File: src/rtl/nlms_weight_update_if.sv
// Handshake and data bundle between the adaptive filter and its NLMS weight updater.
// The filter side is master, the updater is slave.
interface nlms_weight_update_if #(
  parameter int TAPS  = 32,
  parameter int REF_W = 14,
  parameter int E_W   = 14,
  parameter int W_W   = 16,
  parameter int N_W   = 32
);
  logic                    start;
  logic                    wclr;
  logic signed [E_W-1:0]   err;
  logic [N_W-1:0]          norm;
  logic [TAPS*REF_W-1:0]   ref_flat;
  logic [TAPS*W_W-1:0]     w_flat;
  logic                    busy;
  logic                    done;

  modport master (
    output start, wclr, err, norm, ref_flat,
    input  w_flat, busy, done
  );

  modport slave (
    input  start, wclr, err, norm, ref_flat,
    output w_flat, busy, done
  );
endinterface

File: src/rtl/nlms_weight_update.sv
// Normalised-LMS tap-weight store: one serial pass per start, one tap per cycle
// through a multiply stage and a shift/accumulate/saturate stage.
//
// state | meaning
// IDLE  | waiting; start launches a pass, wclr zeroes the weights
// CAPT  | derive nshift = floor(log2(norm)) and the norm==0 skip flag
// UPD   | k = 0..TAPS: stage 1 multiplies tap k, stage 2 writes tap k-1
// FIN   | pass complete; done pulses on the following cycle
module nlms_weight_update #(
  parameter int TAPS     = 32,
  parameter int REF_W    = 14,
  parameter int E_W      = 14,
  parameter int W_W      = 16,
  parameter int N_W      = 32,
  parameter int FRAC     = 10,
  parameter int MU_SHIFT = 4
) (
  input  logic               clk,
  input  logic               rstn,
  nlms_weight_update_if.slave bus
);

  localparam int P_W = E_W + REF_W;
  localparam int X_W = 48;
  localparam int KW  = $clog2(TAPS + 1);
  localparam int IW  = (TAPS > 1) ? $clog2(TAPS) : 1;
  localparam int SW  = $clog2(N_W);

  typedef enum logic [1:0] {IDLE, CAPT, UPD, FIN} state_t;

  state_t                 state, state_nx;
  logic signed [E_W-1:0]  err_q;
  logic [N_W-1:0]         norm_q;
  logic [SW-1:0]          nshift_q, nshift_c;
  logic                   skip_q;
  logic [KW-1:0]          k_q;
  logic [IW-1:0]          j_q;
  logic signed [P_W-1:0]  p_q;
  logic                   busy_q, done_q;

  logic signed [W_W-1:0]   w       [TAPS];
  logic signed [REF_W-1:0] ref_arr [TAPS];
  logic signed [REF_W-1:0] ref_sel;
  logic signed [W_W-1:0]   w_cur, w_new;
  logic signed [X_W-1:0]   p_ext, delta, s;
  logic [6:0]              shamt;
  logic                    wr_en;

  for (genvar g = 0; g < TAPS; g++) begin : g_tap
    assign ref_arr[g]                 = bus.ref_flat[g*REF_W +: REF_W];
    assign bus.w_flat[g*W_W +: W_W]   = w[g];
  end

  assign bus.busy = busy_q;
  assign bus.done = done_q;

  always_comb begin
    state_nx = state;
    case (state)
      IDLE:    if (bus.start) state_nx = CAPT;
      CAPT:    state_nx = UPD;
      UPD:     if (k_q == KW'(TAPS)) state_nx = FIN;
      FIN:     state_nx = IDLE;
      default: state_nx = IDLE;
    endcase
  end

  always_comb begin
    nshift_c = '0;
    for (int i = 0; i < N_W; i++)
      if (norm_q[i]) nshift_c = SW'(i);
  end

  // At k == TAPS the low index bits wrap to 0; that product is never written back.
  assign ref_sel = ref_arr[k_q[IW-1:0]];

  always_comb begin
    w_cur = w[j_q];
    p_ext = $signed({{(X_W-P_W){p_q[P_W-1]}}, p_q});
    shamt = 7'(MU_SHIFT) + 7'(nshift_q);
    delta = (p_ext <<< FRAC) >>> shamt;
    s     = $signed({{(X_W-W_W){w_cur[W_W-1]}}, w_cur}) + delta;
    w_new = s[W_W-1:0];
    if (s > $signed({{(X_W-W_W+1){1'b0}}, {(W_W-1){1'b1}}}))
      w_new = {1'b0, {(W_W-1){1'b1}}};
    else if (s < $signed({{(X_W-W_W+1){1'b1}}, {(W_W-1){1'b0}}}))
      w_new = {1'b1, {(W_W-1){1'b0}}};
    wr_en = (state == UPD) && (k_q != '0) && !skip_q;
  end

  // busy/done are registered from the current state, so busy stays high
  // through the done cycle and drops one cycle later.
  always_ff @(posedge clk or negedge rstn) begin
    if (!rstn) begin
      state    <= IDLE;
      err_q    <= '0;
      norm_q   <= '0;
      nshift_q <= '0;
      skip_q   <= 1'b0;
      k_q      <= '0;
      j_q      <= '0;
      p_q      <= '0;
      busy_q   <= 1'b0;
      done_q   <= 1'b0;
    end else begin
      state  <= state_nx;
      busy_q <= (state != IDLE);
      done_q <= (state == FIN);
      case (state)
        IDLE: if (bus.start) begin
          err_q  <= bus.err;
          norm_q <= bus.norm;
        end
        CAPT: begin
          nshift_q <= nshift_c;
          skip_q   <= (norm_q == '0);
          k_q      <= '0;
        end
        UPD: begin
          k_q <= k_q + KW'(1);
          if (k_q < KW'(TAPS)) begin
            p_q <= $signed({{REF_W{err_q[E_W-1]}}, err_q}) *
                   $signed({{E_W{ref_sel[REF_W-1]}}, ref_sel});
            j_q <= k_q[IW-1:0];
          end
        end
        default: ;
      endcase
    end
  end

  always_ff @(posedge clk or negedge rstn) begin
    if (!rstn) begin
      for (int i = 0; i < TAPS; i++) w[i] <= '0;
    end else if (state == IDLE && !bus.start && bus.wclr) begin
      for (int i = 0; i < TAPS; i++) w[i] <= '0;
    end else if (wr_en) begin
      w[j_q] <= w_new;
    end
  end

endmodule

File: src/flat_wrapper.sv
// flat-port wrapper written by rule: the top's interface ports become plain ports
module nlms_weight_update_flat 
#(
  parameter int TAPS     = 32,
  parameter int REF_W    = 14,
  parameter int E_W      = 14,
  parameter int W_W      = 16,
  parameter int N_W      = 32,
  parameter int FRAC     = 10,
  parameter int MU_SHIFT = 4
)
  (clk, rstn, bus_start, bus_wclr, bus_err, bus_norm, bus_ref_flat, bus_w_flat, bus_busy, bus_done);
  nlms_weight_update_if #(.TAPS(TAPS), .REF_W(REF_W), .E_W(E_W), .W_W(W_W), .N_W(N_W)) bus_i ();
  input  logic clk;
  input  logic rstn;
  input wire logic [$bits(bus_i.start)-1:0] bus_start;
  input wire logic [$bits(bus_i.wclr)-1:0] bus_wclr;
  input wire logic [$bits(bus_i.err)-1:0] bus_err;
  input wire logic [$bits(bus_i.norm)-1:0] bus_norm;
  input wire logic [$bits(bus_i.ref_flat)-1:0] bus_ref_flat;
  output wire logic [$bits(bus_i.w_flat)-1:0] bus_w_flat;
  output wire logic [$bits(bus_i.busy)-1:0] bus_busy;
  output wire logic [$bits(bus_i.done)-1:0] bus_done;
  assign bus_i.start = bus_start;
  assign bus_i.wclr = bus_wclr;
  assign bus_i.err = bus_err;
  assign bus_i.norm = bus_norm;
  assign bus_i.ref_flat = bus_ref_flat;
  assign bus_w_flat = bus_i.w_flat;
  assign bus_busy = bus_i.busy;
  assign bus_done = bus_i.done;
  nlms_weight_update #(.TAPS(TAPS), .REF_W(REF_W), .E_W(E_W), .W_W(W_W), .N_W(N_W), .FRAC(FRAC), .MU_SHIFT(MU_SHIFT)) u_core (.clk(clk), .rstn(rstn), .bus(bus_i));
endmodule
File: config.mk
export PLATFORM = sky130hd
export DESIGN_NAME = nlms_weight_update_flat
export DESIGN_NICKNAME = d
export VERILOG_FILES = /design/src/rtl/nlms_weight_update_if.sv /design/src/rtl/nlms_weight_update.sv /design/src/flat_wrapper.sv
export SDC_FILE = /design/constraint.sdc
export NUM_CORES = 2
export LEC_CHECK = 0
export CORE_AREA = 2 2 390 392
export DETAILED_ROUTE_END_ITERATION = 8
export DIE_AREA = 0 0 392 394
export GPL_TIMING_DRIVEN = 0
export PLACE_DENSITY = 0.5
export SLEW_MARGIN = 0
export SYNTH_ARGS = -nofsm -noshare
export SYNTH_HDL_FRONTEND = slang
export SYNTH_SLANG_ARGS = --single-unit
export TNS_END_PERCENT = 100
File: constraint.sdc
create_clock -name clk -period 12.51 [get_ports clk]
set_input_delay 2.502 -clock clk [delete_from_list [all_inputs] [get_ports clk]]
set_output_delay 2.502 -clock clk [all_outputs]
set_load 0.005 [all_outputs]
==> impl_table.tex <==
\begin{tabular}{lr}
\hline
Metric & Value \\
\hline
\multicolumn{2}{l}{\textbf{Yosys}} \\
\quad Post-synthesis area per instance & between 10 and 15 sq um \\
\quad Commonest cells post-synth & sky130\_fd\_sc\_hd\_\_dfrtp\_1, sky130\_fd\_sc\_hd\_\_a22o\_1, sky130\_fd\_sc\_hd\_\_mux4\_2, sky130\_fd\_sc\_hd\_\_inv\_1, sky130\_fd\_sc\_hd\_\_a32o\_1 \\
\quad Cell count after synthesis & around 3,600 \\
\quad Netlist cell types & 76 \\
\quad Post-synth net total & 4,425 \\
\quad Number of flip-flops and latches in the synthesized netlist & a little over 600 \\
\quad Mux contribution to synthesized area & 17.64\% \\
\quad Mapped Area & between 40,000 and 50,000 sq um \\
\quad Cell type with the highest aggregate area in the netlist & sky130\_fd\_sc\_hd\_\_dfrtp\_1 \\
\quad Synth top area share & between 30\% and 40\% \\
\quad Share of async-settable or async-resettable flops after synthesis & between 90\% and 100\% \\
\quad Cell types with the largest area share after synthesis & sky130\_fd\_sc\_hd\_\_dfrtp\_1, sky130\_fd\_sc\_hd\_\_mux4\_2, sky130\_fd\_sc\_hd\_\_fa\_1 \\
\quad Area fraction in compound gates after synthesis & about a fifth \\
\quad Most frequent cell after synthesis & sky130\_fd\_sc\_hd\_\_dfrtp\_1 \\
\quad Synth warnings & 0 \\
\quad Main synth FF type & sky130\_fd\_sc\_hd\_\_dfrtp\_1 \\
\quad Number of flops mapped to enable cells by yosys & 0 \\
\quad Main combinational cell family by area after synthesis & compound AO/OA/AOI/OAI gates \\
\quad Simple-gate share of the synthesized area & about 8\% \\
\quad Post-synthesis xor/xnor area fraction & roughly 1.2\% \\
\quad Synth Area in Adders & roughly an eighth \\
\quad Sequential share of the synthesized area & around 36\% \\
\multicolumn{2}{l}{\textbf{Floorplanning}} \\
\quad Rows & roughly 140 \\
\quad Core footprint & 150,700 sq um \\
\quad Width of the die & roughly 400 microns \\
\quad Starting Density & between 20\% and 30\% \\
\quad Y dimension of the die & a little under 400 microns \\
\quad Ports & about 1,000 \\
\quad Total Die Area & 154,400 sq um \\
\multicolumn{2}{l}{\textbf{Min path}} \\
\quad Min-delay src & u\_core.skip\_q\$\_DFFE\_PN0N\_ \\
\quad Hold-critical path depth & 1 \\
\quad Worst hold path class & reg -> reg \\
\multicolumn{2}{l}{\textbf{Critical path}} \\
\quad Cell with the biggest individual delay on the critical path & sky130\_fd\_sc\_hd\_\_buf\_1 \\
\quad Crit path kind & reg -> reg \\
\quad Register-to-Register Setup Slack & 0.73 ns \\
\quad Worst setup path startpoint & u\_core.k\_q[0]\$\_DFFE\_PN0P\_ \\
\quad Number of cells on the worst reg-to-reg path & 31 \\
\quad Arrival time of the worst setup path & about 12 ns \\
\quad Largest incremental delay on the critical path & $\sim$0.92 ns \\
\quad Peak fanout along the critical path & 10 \\
\quad Required time at the worst-slack endpoint & between 10 and 15 ns \\
\quad Cell class contributing the biggest share of worst-path delay & adder cells \\
\quad Cell count along the critical path & 31 \\
\quad Worst reg2reg path startpoint & u\_core.k\_q[0]\$\_DFFE\_PN0P\_ \\
\quad Critical Path Sink Type & flip-flop \\
\quad Kind of launch point of the worst setup path & flip-flop \\
\quad CP bufs+invs & 10 \\
\multicolumn{2}{l}{\textbf{Run status}} \\
\quad Status & finished, violations left \\
\quad Failing checks & capacitance limit \\
\multicolumn{2}{l}{\textbf{Clock tree}} \\
\quad CTS HTree Levels & 3 \\
\quad Root cell of the clock tree & sky130\_fd\_sc\_hd\_\_clkbuf\_16 \\
\quad Clock insertion delay at the later pin of the skew report & approximately 0.7 ns \\
\quad Hold buffer count at cts & 0 \\
\quad CTS tree & built \\
\quad Maximum clock insertion buffer count & 3 \\
\quad CTS Buf Count & 74 \\
\quad Clock-pin transition on the worst setup and hold timing paths & 0.06 ns \\
\quad TritonCTS Sinks & approximately 600 \\
\multicolumn{2}{l}{\textbf{Routing}} \\
\quad Initial detailed-routing violation count & $\sim$3,900 \\
\quad Routed len/inst & roughly 35 microns \\
\quad Detailed-route DRC error count & 0 \\
\quad Via density & around 5.8 \\
\quad Number of routed nets with antenna violations & 0 \\
\quad Via count of the routed design & between 30,000 and 40,000 \\
\quad First-pass iteration count of the detailed router & 5 \\
\quad Overall routed net length & 242,400 microns \\
\multicolumn{2}{l}{\textbf{STA}} \\
\quad Maximum achievable frequency & 84.91 MHz \\
\quad TNS Setup & 0 ns \\
\quad Unrepaired setup endpoints after global routing & no \\
\quad Final worst path period share & 94.14\% \\
\quad Final worst clock skew & between 0.03 and 0.04 ns \\
\quad Number of setup violations in the final report & 0 \\
\quad Post-layout min period & 11.78 ns \\
\quad Worst-Margin Slew & about 1.5 ns \\
\quad Worst max-slew margin expressed relative to the limit & less than 1\% \\
\quad Pins over their slew limit & 0 \\
\quad Number of endpoints with negative hold slack in the final report & 0 \\
\multicolumn{2}{l}{\textbf{Placement}} \\
\quad Sum of net half-perimeters after detailed placement & 202,200 microns \\
\quad Cell Count Post-Placement & $\sim$6,700 \\
\quad Total cell area at the placement stage & 55,270 sq um \\
\quad Input/output buffers & slightly above 1,000 \\
\quad Final estimated routing congestion in global placement & 0.9516 \\
\multicolumn{2}{l}{\textbf{Final layout}} \\
\quad Count of filler cells inserted in the layout & approximately 15,000 \\
\quad Sequential standard cell area & 15,190 sq um \\
\quad Post-synthesis to final-layout area growth & 36.87\% \\
\quad Area of the multi-input gates & between 20,000 and 25,000 sq um \\
\quad Count of non-filler cells in the finished layout & 6,834 \\
\quad Fin nets & roughly 5,500 \\
\quad Fraction of layout instances using a drive strength above 1 & between 10\% and 20\% \\
\quad Final instance area & roughly 58,000 sq um \\
\multicolumn{2}{l}{\textbf{Global route}} \\
\quad Total congestion overflow after global routing & 0 \\
\quad Global-route wire length before repair & $\sim$330,000 microns \\
\quad Pin count of the biggest net entering global routing & 102 \\
\quad Antenna violations before repair & 25 \\
\quad Total track usage & between 30\% and 40\% \\
\quad Vias in the first global route & roughly 39,000 \\
\multicolumn{2}{l}{\textbf{Flow run}} \\
\quad Number of violations of the max-capacitance limit & 1 \\
\hline
\end{tabular}
[logic make-up (layout without fill, tap and decap cells)]
kind of cell             count (synthesis)  in the layout
AO/OA/AOI/OAI                          986            986
flip-flops                             607            607
adder cells (fa/ha/maj)                309            309
XOR/XNOR                                57             57
AND/OR/NAND/NOR                        695            695
other                                    0             25
buffers and inverters                  579           1740
multiplexers                           385            385
[final cells by class]
class	instances	share of cell area [%]
multi-input combinational	2432	42.52
sequential	607	26.22
timing repair buffer	1025	17.96
tap	2030	4.384
clock buffer	108	3.766
buffer	307	2.648
inverter	272	1.762
clock inverter	28	0.6393
antenna	25	0.1080
[final timing paths]
check | to
max reg2reg | u_core.p_q[26]$_DFFE_PN0P_
min in group asynchronous | u_core.bus.done$_DFF_PN0_
min reg2reg | u_core.skip_q$_DFFE_PN0N_
min | u_core.skip_q$_DFFE_PN0N_
max | u_core.p_q[26]$_DFFE_PN0P_
max in group asynchronous | u_core.bus.w_flat[248]$_DFFE_PN0P_
[layout by cell type, fill, tap and decap left out, types with 17 or more instances in the layout]
cell type / instances
sky130_fd_sc_hd__mux4_2: 282
sky130_fd_sc_hd__buf_6: 49
sky130_fd_sc_hd__nand4_1: 26
sky130_fd_sc_hd__nand3_1: 19
sky130_fd_sc_hd__xor2_1: 22
sky130_fd_sc_hd__a32o_1: 226
sky130_fd_sc_hd__clkbuf_1: 221
sky130_fd_sc_hd__nand2b_1: 36
sky130_fd_sc_hd__nor3_1: 29
sky130_fd_sc_hd__dfrtp_1: 607
sky130_fd_sc_hd__and2_1: 36
sky130_fd_sc_hd__nand2_1: 223
sky130_fd_sc_hd__nor2_1: 149
sky130_fd_sc_hd__a22o_1: 292
sky130_fd_sc_hd__nor2b_1: 82
sky130_fd_sc_hd__and3_1: 23
sky130_fd_sc_hd__a22oi_1: 57
sky130_fd_sc_hd__ha_1: 113
sky130_fd_sc_hd__mux2_2: 69
sky130_fd_sc_hd__inv_1: 272
sky130_fd_sc_hd__diode_2: 25
sky130_fd_sc_hd__xnor2_1: 35
sky130_fd_sc_hd__a21o_1: 23
sky130_fd_sc_hd__clkdlybuf4s50_1: 1010
sky130_fd_sc_hd__buf_2: 34
sky130_fd_sc_hd__clkbuf_16: 76
sky130_fd_sc_hd__fa_1: 196
sky130_fd_sc_hd__buf_1: 17
sky130_fd_sc_hd__mux2i_1: 34
sky130_fd_sc_hd__a21oi_1: 122
sky130_fd_sc_hd__o21ai_0: 124
[worst register-to-register path, delay by kind of cell, from the launching register on]
family,cells,cell delay (ns)
AO/OA/AOI/OAI,7,2.49
flip-flops,1,0.38
adder cells (fa/ha/maj),7,3.24
AND/OR/NAND/NOR,4,0.73
buffers and inverters,10,3.08
multiplexers,3,1.79
[per-stage QoR]
| step | utilization [%] | hold WS [ns] | worst slack (ns) |
|---|---|---|---|
| 6_report | 38.46 | 0.4955 | 0.7330 |
| 5_1_grt | 38.44 | 0.5252 | 0.01375 |
| 4_1_cts | 38.38 | 0.4987 | 0.4117 |
| 3_5_place_dp | 36.69 | 0.4851 | 0.4581 |
| 3_3_place_gp | 36.50 | 0.4750 | -20.10 |
| 2_1_floorplan | - | 0.4598 | 2.689 |
[registers in the layout, indices dropped and copies added, names as in the netlist]
signal and count:
u_core.nshift_q 5, u_core.p_q 28, u_core.bus.w_flat 512, u_core.j_q 5, u_core.bus.busy 1, u_core.err_q 14, u_core.k_q 6, u_core.norm_q 32
u_core.skip_q 1, u_core.bus.done 1, u_core.state 2
[metal layers]
| metal | track usage [%] | share of wire [%] | up-vias |
|---|---|---|---|
| li1 | - | - | 15950 |
| met1 | 35.31 | 36 | 20500 |
| met2 | 50.28 | 47 | 2337 |
| met3 | 8.094 | 9.0 | 560 |
| met4 | 19.82 | 7.8 | 8 |
| met5 | 0 | 0.026 | - |
[repair_timing]
action / 4_1_cts / 5_1_grt
endpoints found under the setup margin: 0 / 2
buffers inserted: 0 / 0
gates resized for setup: 0 / 4
Power is left out: the tool's default activity adds up to more than one toggle a clock period on the data nets, which glitch-free logic cannot reach.
